## src/rtl/sspis_pkg.sv

```systemverilog
// Shared types and constants for the SPI-slave to register-bus bridge.
package sspis_pkg;

  typedef enum logic [3:0] {
    ST_IDLE,
    ST_CMD,
    ST_ADDR,
    ST_WDATA,
    ST_WR_REQ,
    ST_RD_REQ,
    ST_TURN,
    ST_RDATA,
    ST_DONE
  } state_t;

  localparam logic [3:0]  OP_WR      = 4'h1;
  localparam logic [3:0]  OP_RD      = 4'h2;
  localparam int unsigned DUMMY_BITS = 8;
  localparam int unsigned CMD_BITS   = 8;
  localparam int unsigned WORD_BITS  = 32;

  // True for the opcodes that start a bus transaction.
  function automatic logic op_valid(input logic [3:0] op);
    return (op == OP_WR) || (op == OP_RD);
  endfunction

endpackage

```

## src/rtl/sspis_sync.sv

```systemverilog
// Pad synchronizer with rise/fall detect; edges are suppressed until the
// pipeline holds real pad samples so reset values never look like edges.
module sspis_sync #(
  parameter int unsigned STAGES  = 2,
  parameter logic        RST_VAL = 1'b0
) (
  input  logic mclk,
  input  logic reset_n,
  input  logic d,
  output logic q,
  output logic rise_c,
  output logic fall_c
);

  logic [STAGES-1:0] sync_r;
  logic              prev_r;
  logic [STAGES:0]   vld_r;

  always_ff @(posedge mclk or negedge reset_n) begin
    if (!reset_n) begin
      sync_r <= {STAGES{RST_VAL}};
      prev_r <= RST_VAL;
      vld_r  <= '0;
    end else begin
      sync_r <= {sync_r[STAGES-2:0], d};
      prev_r <= sync_r[STAGES-1];
      vld_r  <= {vld_r[STAGES-1:0], 1'b1};
    end
  end

  assign q      = sync_r[STAGES-1];
  assign rise_c = vld_r[STAGES] &  q & ~prev_r;
  assign fall_c = vld_r[STAGES] & ~q &  prev_r;

endmodule

```

## src/rtl/sspis_if.sv

```systemverilog
// SPI mode-0 slave that turns {cmd, addr, data} frames into register-bus
// write/read requests, returning read data after a dummy byte.
module sspis_if
  import sspis_pkg::*;
#(
  parameter int unsigned SYNC_STAGES = 2
) (
  input  logic        mclk,
  input  logic        reset_n,
  input  logic        sclk,
  input  logic        ssn,
  input  logic        sdin,
  output logic        sdout,
  output logic        sdout_oen,
  output logic        reg_cs,
  output logic        reg_wr,
  output logic [31:0] reg_addr,
  output logic [3:0]  reg_be,
  output logic [31:0] reg_wdata,
  input  logic [31:0] reg_rdata,
  input  logic        reg_ack
);

  logic sclk_q, sclk_rise_c, sclk_fall_c;
  logic ssn_q, ssn_rise_c, ssn_fall_c;
  logic sdin_q, sdin_rise_c, sdin_fall_c;
  logic sync_unused_c;

  sspis_sync #(.STAGES(SYNC_STAGES), .RST_VAL(1'b0)) u_sync_sclk (
    .mclk(mclk), .reset_n(reset_n), .d(sclk),
    .q(sclk_q), .rise_c(sclk_rise_c), .fall_c(sclk_fall_c)
  );

  sspis_sync #(.STAGES(SYNC_STAGES), .RST_VAL(1'b1)) u_sync_ssn (
    .mclk(mclk), .reset_n(reset_n), .d(ssn),
    .q(ssn_q), .rise_c(ssn_rise_c), .fall_c(ssn_fall_c)
  );

  sspis_sync #(.STAGES(SYNC_STAGES), .RST_VAL(1'b0)) u_sync_sdin (
    .mclk(mclk), .reset_n(reset_n), .d(sdin),
    .q(sdin_q), .rise_c(sdin_rise_c), .fall_c(sdin_fall_c)
  );

  assign sync_unused_c = ^{sclk_q, sdin_rise_c, sdin_fall_c};

  state_t      state;
  logic [5:0]  bit_cnt;
  logic [31:0] rx_sr;
  logic [31:0] tx_sr;
  logic [31:0] addr_q;
  logic [3:0]  op_q;
  logic [3:0]  be_q;
  logic        req_own;
  logic        rd_have;
  logic        rd_late;

  logic [31:0] rx_next_c;
  logic [31:0] rd_data_c;
  logic        ack_c;
  logic        cap_c;
  logic        last_word_c;

  // req_own marks a pending request that belongs to the current frame.
  assign rx_next_c   = {rx_sr[30:0], sdin_q};
  assign ack_c       = reg_cs & reg_ack;
  assign cap_c       = ack_c & req_own & ~reg_wr;
  assign rd_data_c   = cap_c ? reg_rdata : tx_sr;
  assign last_word_c = (bit_cnt == 6'(WORD_BITS - 1));

  always_ff @(posedge mclk or negedge reset_n) begin
    if (!reset_n) begin
      state     <= ST_IDLE;
      bit_cnt   <= '0;
      rx_sr     <= '0;
      tx_sr     <= '0;
      addr_q    <= '0;
      op_q      <= '0;
      be_q      <= '0;
      req_own   <= 1'b0;
      rd_have   <= 1'b0;
      rd_late   <= 1'b0;
      sdout     <= 1'b0;
      sdout_oen <= 1'b1;
      reg_cs    <= 1'b0;
      reg_wr    <= 1'b0;
      reg_addr  <= '0;
      reg_be    <= '0;
      reg_wdata <= '0;
    end else begin
      sdout_oen <= ssn_q;

      // A request is never aborted: it only ends one cycle after its ack.
      if (ack_c) begin
        reg_cs  <= 1'b0;
        reg_wr  <= 1'b0;
        req_own <= 1'b0;
      end
      if (cap_c) begin
        tx_sr   <= reg_rdata;
        rd_have <= 1'b1;
      end

      if (ssn_rise_c) begin
        state   <= ST_IDLE;
        bit_cnt <= '0;
        req_own <= 1'b0;
      end else begin
        if (sclk_fall_c && (state inside {ST_CMD, ST_ADDR, ST_WDATA, ST_RD_REQ, ST_TURN}))
          sdout <= 1'b0;

        case (state)
          ST_IDLE: begin
            if (ssn_fall_c) begin
              state   <= ST_CMD;
              bit_cnt <= '0;
              rd_late <= 1'b0;
              rd_have <= 1'b0;
            end
          end

          ST_CMD: begin
            if (sclk_rise_c) begin
              rx_sr <= rx_next_c;
              if (bit_cnt == 6'(CMD_BITS - 1)) begin
                op_q    <= rx_next_c[7:4];
                be_q    <= rx_next_c[3:0];
                bit_cnt <= '0;
                state   <= op_valid(rx_next_c[7:4]) ? ST_ADDR : ST_DONE;
              end else begin
                bit_cnt <= bit_cnt + 6'd1;
              end
            end
          end

          ST_ADDR: begin
            if (sclk_rise_c) begin
              rx_sr <= rx_next_c;
              if (last_word_c) begin
                addr_q  <= rx_next_c;
                bit_cnt <= '0;
                state   <= (op_q == OP_WR) ? ST_WDATA : ST_RD_REQ;
                if (!reg_cs) begin
                  reg_addr <= rx_next_c;
                  reg_be   <= be_q;
                end
              end else begin
                bit_cnt <= bit_cnt + 6'd1;
              end
            end
          end

          ST_WDATA: begin
            if (sclk_rise_c) begin
              rx_sr <= rx_next_c;
              if (last_word_c) begin
                state   <= ST_WR_REQ;
                bit_cnt <= '0;
              end else begin
                bit_cnt <= bit_cnt + 6'd1;
              end
            end
          end

          ST_WR_REQ: begin
            if (!reg_cs) begin
              reg_cs    <= 1'b1;
              reg_wr    <= 1'b1;
              reg_addr  <= addr_q;
              reg_be    <= be_q;
              reg_wdata <= rx_sr;
              req_own   <= 1'b1;
            end else if (ack_c && req_own) begin
              state   <= ST_DONE;
              bit_cnt <= '0;
            end
          end

          ST_RD_REQ: begin
            if (!reg_cs) begin
              reg_cs   <= 1'b1;
              reg_wr   <= 1'b0;
              reg_addr <= addr_q;
              reg_be   <= be_q;
              req_own  <= 1'b1;
              state    <= ST_TURN;
              bit_cnt  <= '0;
            end
          end

          ST_TURN: begin
            if (sclk_rise_c) begin
              if (bit_cnt == 6'(DUMMY_BITS - 1)) begin
                state   <= ST_RDATA;
                bit_cnt <= '0;
              end else begin
                bit_cnt <= bit_cnt + 6'd1;
              end
            end
          end

          ST_RDATA: begin
            // No data by the first shift-out edge: send zeros and flag it.
            if (sclk_fall_c) begin
              if ((bit_cnt == '0) && !rd_have && !cap_c) begin
                rd_late <= 1'b1;
                req_own <= 1'b0;
                sdout   <= 1'b0;
                tx_sr   <= '0;
              end else begin
                sdout <= rd_data_c[31];
                tx_sr <= {rd_data_c[30:0], 1'b0};
              end
            end
            if (sclk_rise_c) begin
              if (last_word_c) begin
                state   <= ST_DONE;
                bit_cnt <= '0;
              end else begin
                bit_cnt <= bit_cnt + 6'd1;
              end
            end
          end

          ST_DONE: begin
          end

          default: begin
            state   <= ST_IDLE;
            bit_cnt <= '0;
          end
        endcase
      end
    end
  end

endmodule
```

## config.mk

```make
export PLATFORM = sky130hd
export DESIGN_NAME = sspis_if
export DESIGN_NICKNAME = d
export VERILOG_FILES = /design/src/rtl/sspis_pkg.sv /design/src/rtl/sspis_sync.sv /design/src/rtl/sspis_if.sv
export SDC_FILE = /design/constraint.sdc
export NUM_CORES = 1
export LEC_CHECK = 0
export BUFFER_PORTS_ARGS = -buffer_cell sky130_fd_sc_hd__buf_2
export CORE_ASPECT_RATIO = 0.75
export CORE_MARGIN = 2
export CORE_UTILIZATION = 55
export CTS_CLUSTER_DIAMETER = 80
export CTS_CLUSTER_SIZE = 14
export DETAILED_ROUTE_END_ITERATION = 10
export PLACE_DENSITY = 0.85
export SLEW_MARGIN = 10
export SYNTH_ARGS = -nofsm -noshare
export SYNTH_HDL_FRONTEND = slang
export SYNTH_SLANG_ARGS = --single-unit
```

## constraint.sdc

```tcl
create_clock -name mclk -period 3.8 [get_ports mclk]
set_input_delay 0.19 -clock mclk [delete_from_list [all_inputs] [get_ports mclk]]
set_output_delay 0.19 -clock mclk [all_outputs]
set_load 0.02 [all_outputs]
```

==> results.md, run 1 <==
* Hpwl dp at roughly 11000 um
* Syn Std Cell Area at roughly 8400 um^2
* Top post-synthesis cells by count: dfrtp_1 (195), mux2_2 (107), mux2i_1 (65), o21ai_0 (41), nand2_1 (39)
* Final WL at approximately 17000 um
* Worst Skew at between 10 and 15 ps
* Startpoint types: flop
* Pins Over Slew Limit at 0
* Detailed Route Iter0 Violations at 295
* # diodes at 0
* Hold Path Stages at 2
* Clock-pin slew of the registers on the worst-case setup and hold paths at roughly 70 ps
* CTS tree: done
* Hold Fails Final Rpt at 0
* Status: finished, final reports clean
* Chip Height at ~110 um
* Lkg Pwr at roughly 4.9 nW
* Synth area leaders: dfrtp_1 (58%), mux2_2 (14%), mux2i_1 (7.7%)
* Top cell type's share of synthesized area at 58.1%
* R2r worst-path depth at 6
* R2R Path Start: u_sync_ssn.sync_r[1]
* Period utilisation layout at roughly two thirds
* Crit Path Class: reg2reg
* Filler cells at 1119
* Hold Startpoint: reg_ack
* R2r endpoint: reg_addr[31]
* Hold crit path type: in2reg
* Root Buffer: clkbuf_16
* Antenna violations before repair at 0
* GRT met1 Usage at between 30% and 40%
* Most common cell in the netlist: dfrtp_1
* Post-DRT Antenna Nets at 0
* Synth Flop Type: dfrtp_1
* GRT Util Overall at 21.9%
* WL/cell at ~18 um
* F_max at about 0.38 GHz
* RSZ-0062 raised after global routing: no
* Final setup violation count at 0
* Hold worst-path end: reg_cs
* Post-synth top area cell: dfrtp_1
* Slew headroom at between 40% and 50%
* Critical path's top delay family: simple AND/OR/NAND/NOR gates
* Crit-path cells: nor2b_1 -> and2_1 -> nor2_1 -> o21ai_4 -> buf_4 -> o21ai_0
* Starting Density at between 50% and 60%
* FP Rows at 39
* Via count at between 5000 and 6000
* IO buf count at 109
* Power per Cell Area at ~470 nW/um^2
* DRC viols at 0
* CTS Sinks at ~200
* Peak VDD IR at 0.343 mV
* Arr. time, crit path at between 2000 and 3000 ps
* Max-cap violation count at 0
* Clock period minus final worst setup slack at ~2600 ps
* Sequential-to-total area share from yosys stat at about three fifths
* Crit path max fanout at 39
* Routability Congestion at approximately 0.83
* CP required at ~4100 ps
* Largest net degree at the start of global routing at around 150
* Via-to-Cell Ratio at ~5.6
* M2 GR Usage at 34.5%
* Die W at ~150 um
* Slowest stage delay, CP at about 580 ps
* Average size of a mapped cell at roughly 13 um^2
* Top Ports at between 100 and 150
* Htree depth at 4
* Setup TNS at 0 ps
* Yosys warnings at 0
* Worst-Skew Late Latency at between 400 and 500 ps
* Synth async-reset ratio at 100%
* EDFF count, synth at 0
* Total gr overflow at 0
* TritonRoute pass-1 iters at 5
* Grt peak-use layer: met2
* FF-to-FF setup slack at 1200 ps
* Share of cells above drive strength 1 at between 30% and 40%
* Synth-to-layout area growth at 15.9%
* Vias in the first global route at between 5000 and 6000
* CP Buf/Inv Count at 1
* Netlist cell types at 62
* Nets at 765
* Critical path endpoint category: flop
* Slowest CP cell: and2_1
* Synth Net Count at between 600 and 700
* CTS max path bufs at 2
* TritonCTS Buffers at 17
* M3 GR Usage at under 10%
* FF+latch count, synth at ~200
* First-pass GRT wire length at approximately 28000 um
* Synthesized instance count at roughly 630
* Slew of the pin with the lowest slew margin at 875 ps
* Minimum hold slack at 25.0 ps
* Post-CTS Resized at 0
* Die area at between 15000 and 20000 um^2
* Core area at between 15000 and 20000 um^2
[kinds of logic (layout without fill, tap and decap cells)]
kind of cell | count (synthesis) | count (layout) | synth area share (%)
adder cells (fa/ha/maj) | 2 | 2 | 0.298
buffers and inverters | 46 | 158 | 3.23
multiplexers | 173 | 173 | 22.2
other | 1 | 1 | 0.0446
XOR/XNOR | 2 | 2 | 0.209
AO/OA/AOI/OAI | 98 | 98 | 7.72
AND/OR/NAND/NOR | 106 | 106 | 7.24
flip-flops | 198 | 198 | 59.0
[layer usage]
layer / vias to the layer above / part of all wire, %
li1: 2472 / -
met4: 0 / 1.5
met1: 2677 / 48
met5: - / 0
met2: 116 / 47
met3: 19 / 3.5
[worst max path at each step]
stage,startpoint,endpoint,slack (ps),cells after the start
floorplan,u_sync_ssn.prev_r,reg_wdata[0],1820,6
global placement,u_sync_ssn.sync_r[1],reg_addr[19],1320,6
detailed placement,u_sync_ssn.sync_r[1],reg_addr[13],1210,6
CTS,u_sync_ssn.sync_r[1],reg_addr[1],1170,6
global route,u_sync_ssn.sync_r[1],reg_addr[18],930,7
finish,u_sync_ssn.sync_r[1],reg_addr[31],1200,6
[final cells by class]
class	count	area [um^2]	area share [%]
sequential	198	4960	50.9
clock buffer	19	453	4.65
clock inverter	13	170	1.75
tap	205	256	2.63
inverter	5	18.8	0.193
multi-input combinational	382	3190	32.8
timing repair buffer	121	687	7.05
[power breakdown]
part / switching (mW) / internal, mW / leakage, nW / total, mW
sequential: 0.0981 / 2.15 / 2.73 / 2.25
combinational: 0.245 / 0.191 / 1.90 / 0.436
clock: 0.791 / 1.08 / 0.301 / 1.87
[layout by cell type (no fill, tap or decap), types with 2 or more instances in the layout]
cell and instances:
o22ai_1 31, mux2_2 107, buf_2 108, clkbuf_8 3
nor2_1 13, nand2b_1 5, bufinv_16 3, o21ai_0 41
dlygate4sd3_1 4, o21ai_1 2, nand2_1 39, mux2i_1 65
dfstp_2 3, a22o_1 6, ha_1 2, inv_1 5
or2_2 2, clkinv_4 4, clkinvlp_4 2, buf_4 6
dfrtp_1 195, nor3_1 5, nand3_1 9, nand3b_1 2
clkbuf_16 17, clkinv_2 2, or3b_1 2, a21oi_1 3
nor3b_1 2, nor2_2 2, nor3_4 3, a211oi_1 2
nor2b_1 5
[state kept, by name, summed over array words and instances, names as in the netlist, 2 cells and up]
| register | cells |
|---|---|
| u_sync_sclk.sync_r | 2 |
| state | 4 |
| addr_q | 32 |
| u_sync_ssn.sync_r | 2 |
| rx_sr | 32 |
| reg_be | 4 |
| be_q | 4 |
| reg_wdata | 32 |
| u_sync_ssn.vld_r | 2 |
| u_sync_sdin.sync_r | 2 |
| reg_addr | 32 |
| bit_cnt | 6 |
| tx_sr | 32 |
| op_q | 4 |
[worst reg2reg max path: cells and delay by family, from the launching register on]
kind | cells | cell delay, ps
AO/OA/AOI/OAI | 2 | 530
AND/OR/NAND/NOR | 3 | 990
buffers and inverters | 1 | 420
flip-flops | 1 | 540
[timing repair]
action                    CTS  global route
hold buffers                3             1
hold endpoints to repair    3            40
setup buffers               0             0
[stage by stage]
stage	cell area [um^2]	setup WS [ps]	instances	power (mW)	utilization, %
after floorplan	8400	1820	626	2.57	-
after global placement	9050	1320	906	2.70	60.0
after detailed placement	9050	1210	906	2.71	60.0
after CTS	9700	1170	941	4.58	64.3
after global routing	9740	933	943	4.72	64.6
final	9740	1200	943	4.56	64.6
(Power assumes the default switching activity.)
==> inputs of run 2 (changes only) <==
==> constraint.sdc (replaced) <==
create_clock -name mclk -period 2.6 [get_ports mclk]
set_input_delay 0.13 -clock mclk [delete_from_list [all_inputs] [get_ports mclk]]
set_output_delay 0.13 -clock mclk [all_outputs]
set_load 0.02 [all_outputs]
==> results.md, run 2 (same netlist as run 1, synthesis figures left out) <==
* CTS max path bufs at 2
* DP Area at between 9000 and 10000 um^2
* IO buf count at around 110
* Status: finished, final reports clean
* WL/cell at about 18 um
* R2r worst-path depth at 6
* TritonRoute pass-1 iters at 5
* Total power at between 6 and 7 mW
* Hold Path Stages at 3
* Antenna violations before repair at 0
* Hpwl dp at roughly 11000 um
* Final Core Density at between 60% and 70%
* R2r endpoint: bit_cnt[0]
* Critical path endpoint category: flop
* Top Ports at 110
* Slew headroom at 51.7%
* Power per Cell Area at 675 nW/um^2
* Final WL at between 15000 and 20000 um
* Period utilisation layout at approximately nine tenths
* CP required at 2930 ps
* Synth-to-layout area growth at 17.0%
* CTS tree: done
* Hold Fails Final Rpt at 0
* Hold crit path type: in2reg
* Most frequent cells in the layout: dfrtp_1 (195), buf_2 (108), mux2_2 (107), mux2i_1 (65), o21ai_0 (41)
* Via-to-Cell Ratio at between 5 and 6
* R2R Path Start: state[0]
* FF-to-FF setup slack at about 240 ps
* DRC viols at 0
* Crit path max fanout at 20
* Worst Skew at 9.04 ps
* RSZ-0062 raised after global routing: no
* Via count at between 5000 and 6000
* Dpl cells at about 900
* CTS Sinks at 198
* # diodes at 0
* Setup TNS at 0 ps
* Startpoint types: flop
* Die area at between 15000 and 20000 um^2
* Crit Path Class: reg2reg
* Slew of the pin with the lowest slew margin at ~720 ps
* TritonCTS Buffers at 17
* Hold worst-path end: tx_sr[26]
* Arr. time, crit path at between 2000 and 3000 ps
* Leading cell type in the layout, fill and taps excluded: dfrtp_1
* Core area at 15100 um^2
* Max-cap violation count at 0
* F_max at 0.423 GHz
* GRT Util Overall at between 20% and 30%
* Hold Startpoint: reg_rdata[25]
* Root Buffer: clkbuf_16
* Routability Congestion at 0.862
* Htree depth at 4
* Final instance area at approximately 9800 um^2
* Die W at ~150 um
* Clock period minus final worst setup slack at 2360 ps
* Detailed Route Iter0 Violations at ~380
* Pins Over Slew Limit at 0
* Chip Height at between 100 and 150 um
* Worst-Skew Late Latency at between 400 and 500 ps
* Post-DRT Antenna Nets at 0
* Vias in the first global route at between 5000 and 6000
* FP Rows at 39
* Clock-pin slew of the registers on the worst-case setup and hold paths at roughly 70 ps
* Nets at between 700 and 800
* Final setup violation count at 0
* Largest net degree at the start of global routing at 95
* Peak VDD IR at 0.517 mV
* Total gr overflow at 0
* Lkg Pwr at a little under 5 nW
* Fin cells at roughly 950
* First-pass GRT wire length at about 29000 um
* Share of cells above drive strength 1 at a little under two fifths
* Filler cells at 1097
* Starting Density at between 50% and 60%
[run 2: cell types whose count changed in the layout (fill, tap and decap cells not counted), sizes merged]
cell	before	now
dlygate4sd3	4	6
buf	116	122
clkinvlp	2	1
inv	7	6
clkbuf	20	25
clkinv	6	2
bufinv	3	2
[run 2: layout make-up]
| class | count | area, um^2 | share of cell area, % |
|---|---|---|---|
| clock buffers | 24 | 512 | 5.21 |
| clock inverters | 6 | 90.1 | 0.917 |
| inverters | 5 | 18.8 | 0.191 |
| multi-input cells | 382 | 3190 | 32.5 |
| flip-flops and latches | 198 | 4960 | 50.5 |
| well taps | 205 | 256 | 2.61 |
| repair buffers | 129 | 795 | 8.09 |
[run 2: power breakdown]
part | switching [mW] | internal [mW] | leakage (nW) | total, mW
clock network | 1.11 | 1.57 | 0.295 | 2.67
logic | 0.390 | 0.293 | 1.95 | 0.683
registers | 0.134 | 3.15 | 2.73 | 3.28
[run 2: repair_timing]
action                    4_1_cts  5_1_grt
hold buffers                    6        0
setup buffers                   0        0
gates resized for setup         0        0
hold endpoints to repair       67        0
[run 2: worst max-delay path by stage]
stage | start | cells after the start | end | slack [ps]
6_report | state[0] | 6 | bit_cnt[0] | 240
2_1_floorplan | u_sync_ssn.prev_r | 6 | reg_wdata[0] | 620
3_3_place_gp | state[0] | 6 | bit_cnt[0] | 450
3_5_place_dp | state[0] | 6 | bit_cnt[0] | 340
4_1_cts | state[0] | 6 | bit_cnt[0] | 290
5_1_grt | state[0] | 6 | bit_cnt[0] | 160
[run 2: routing by layer]
layer / GRT usage [%] / up-vias / wire length [um]
met2: 35.1 / 158 / 8150
met1: 31.3 / 2705 / 8130
met3: 4.98 / 28 / 701
met5: 0 / - / 0
met4: 7.90 / 0 / 338
li1: - / 2470 / -
[run 2: through the flow]
step                setup slack (ps)  hold slack (ps)
global placement                 445              152
floorplan                        623             -166
detailed placement               340              173
finish                           238             19.3
CTS                              294             2.05
global route                     158             11.5
[run 2: worst max-delay path, stage by stage, from the launching register on]
cell and delay (ps):
dfrtp_1 810, nor3b_4 360, o21ai_1 150, a21oi_2 360, nor2_2 150, or3_1 370, o31ai_2 80
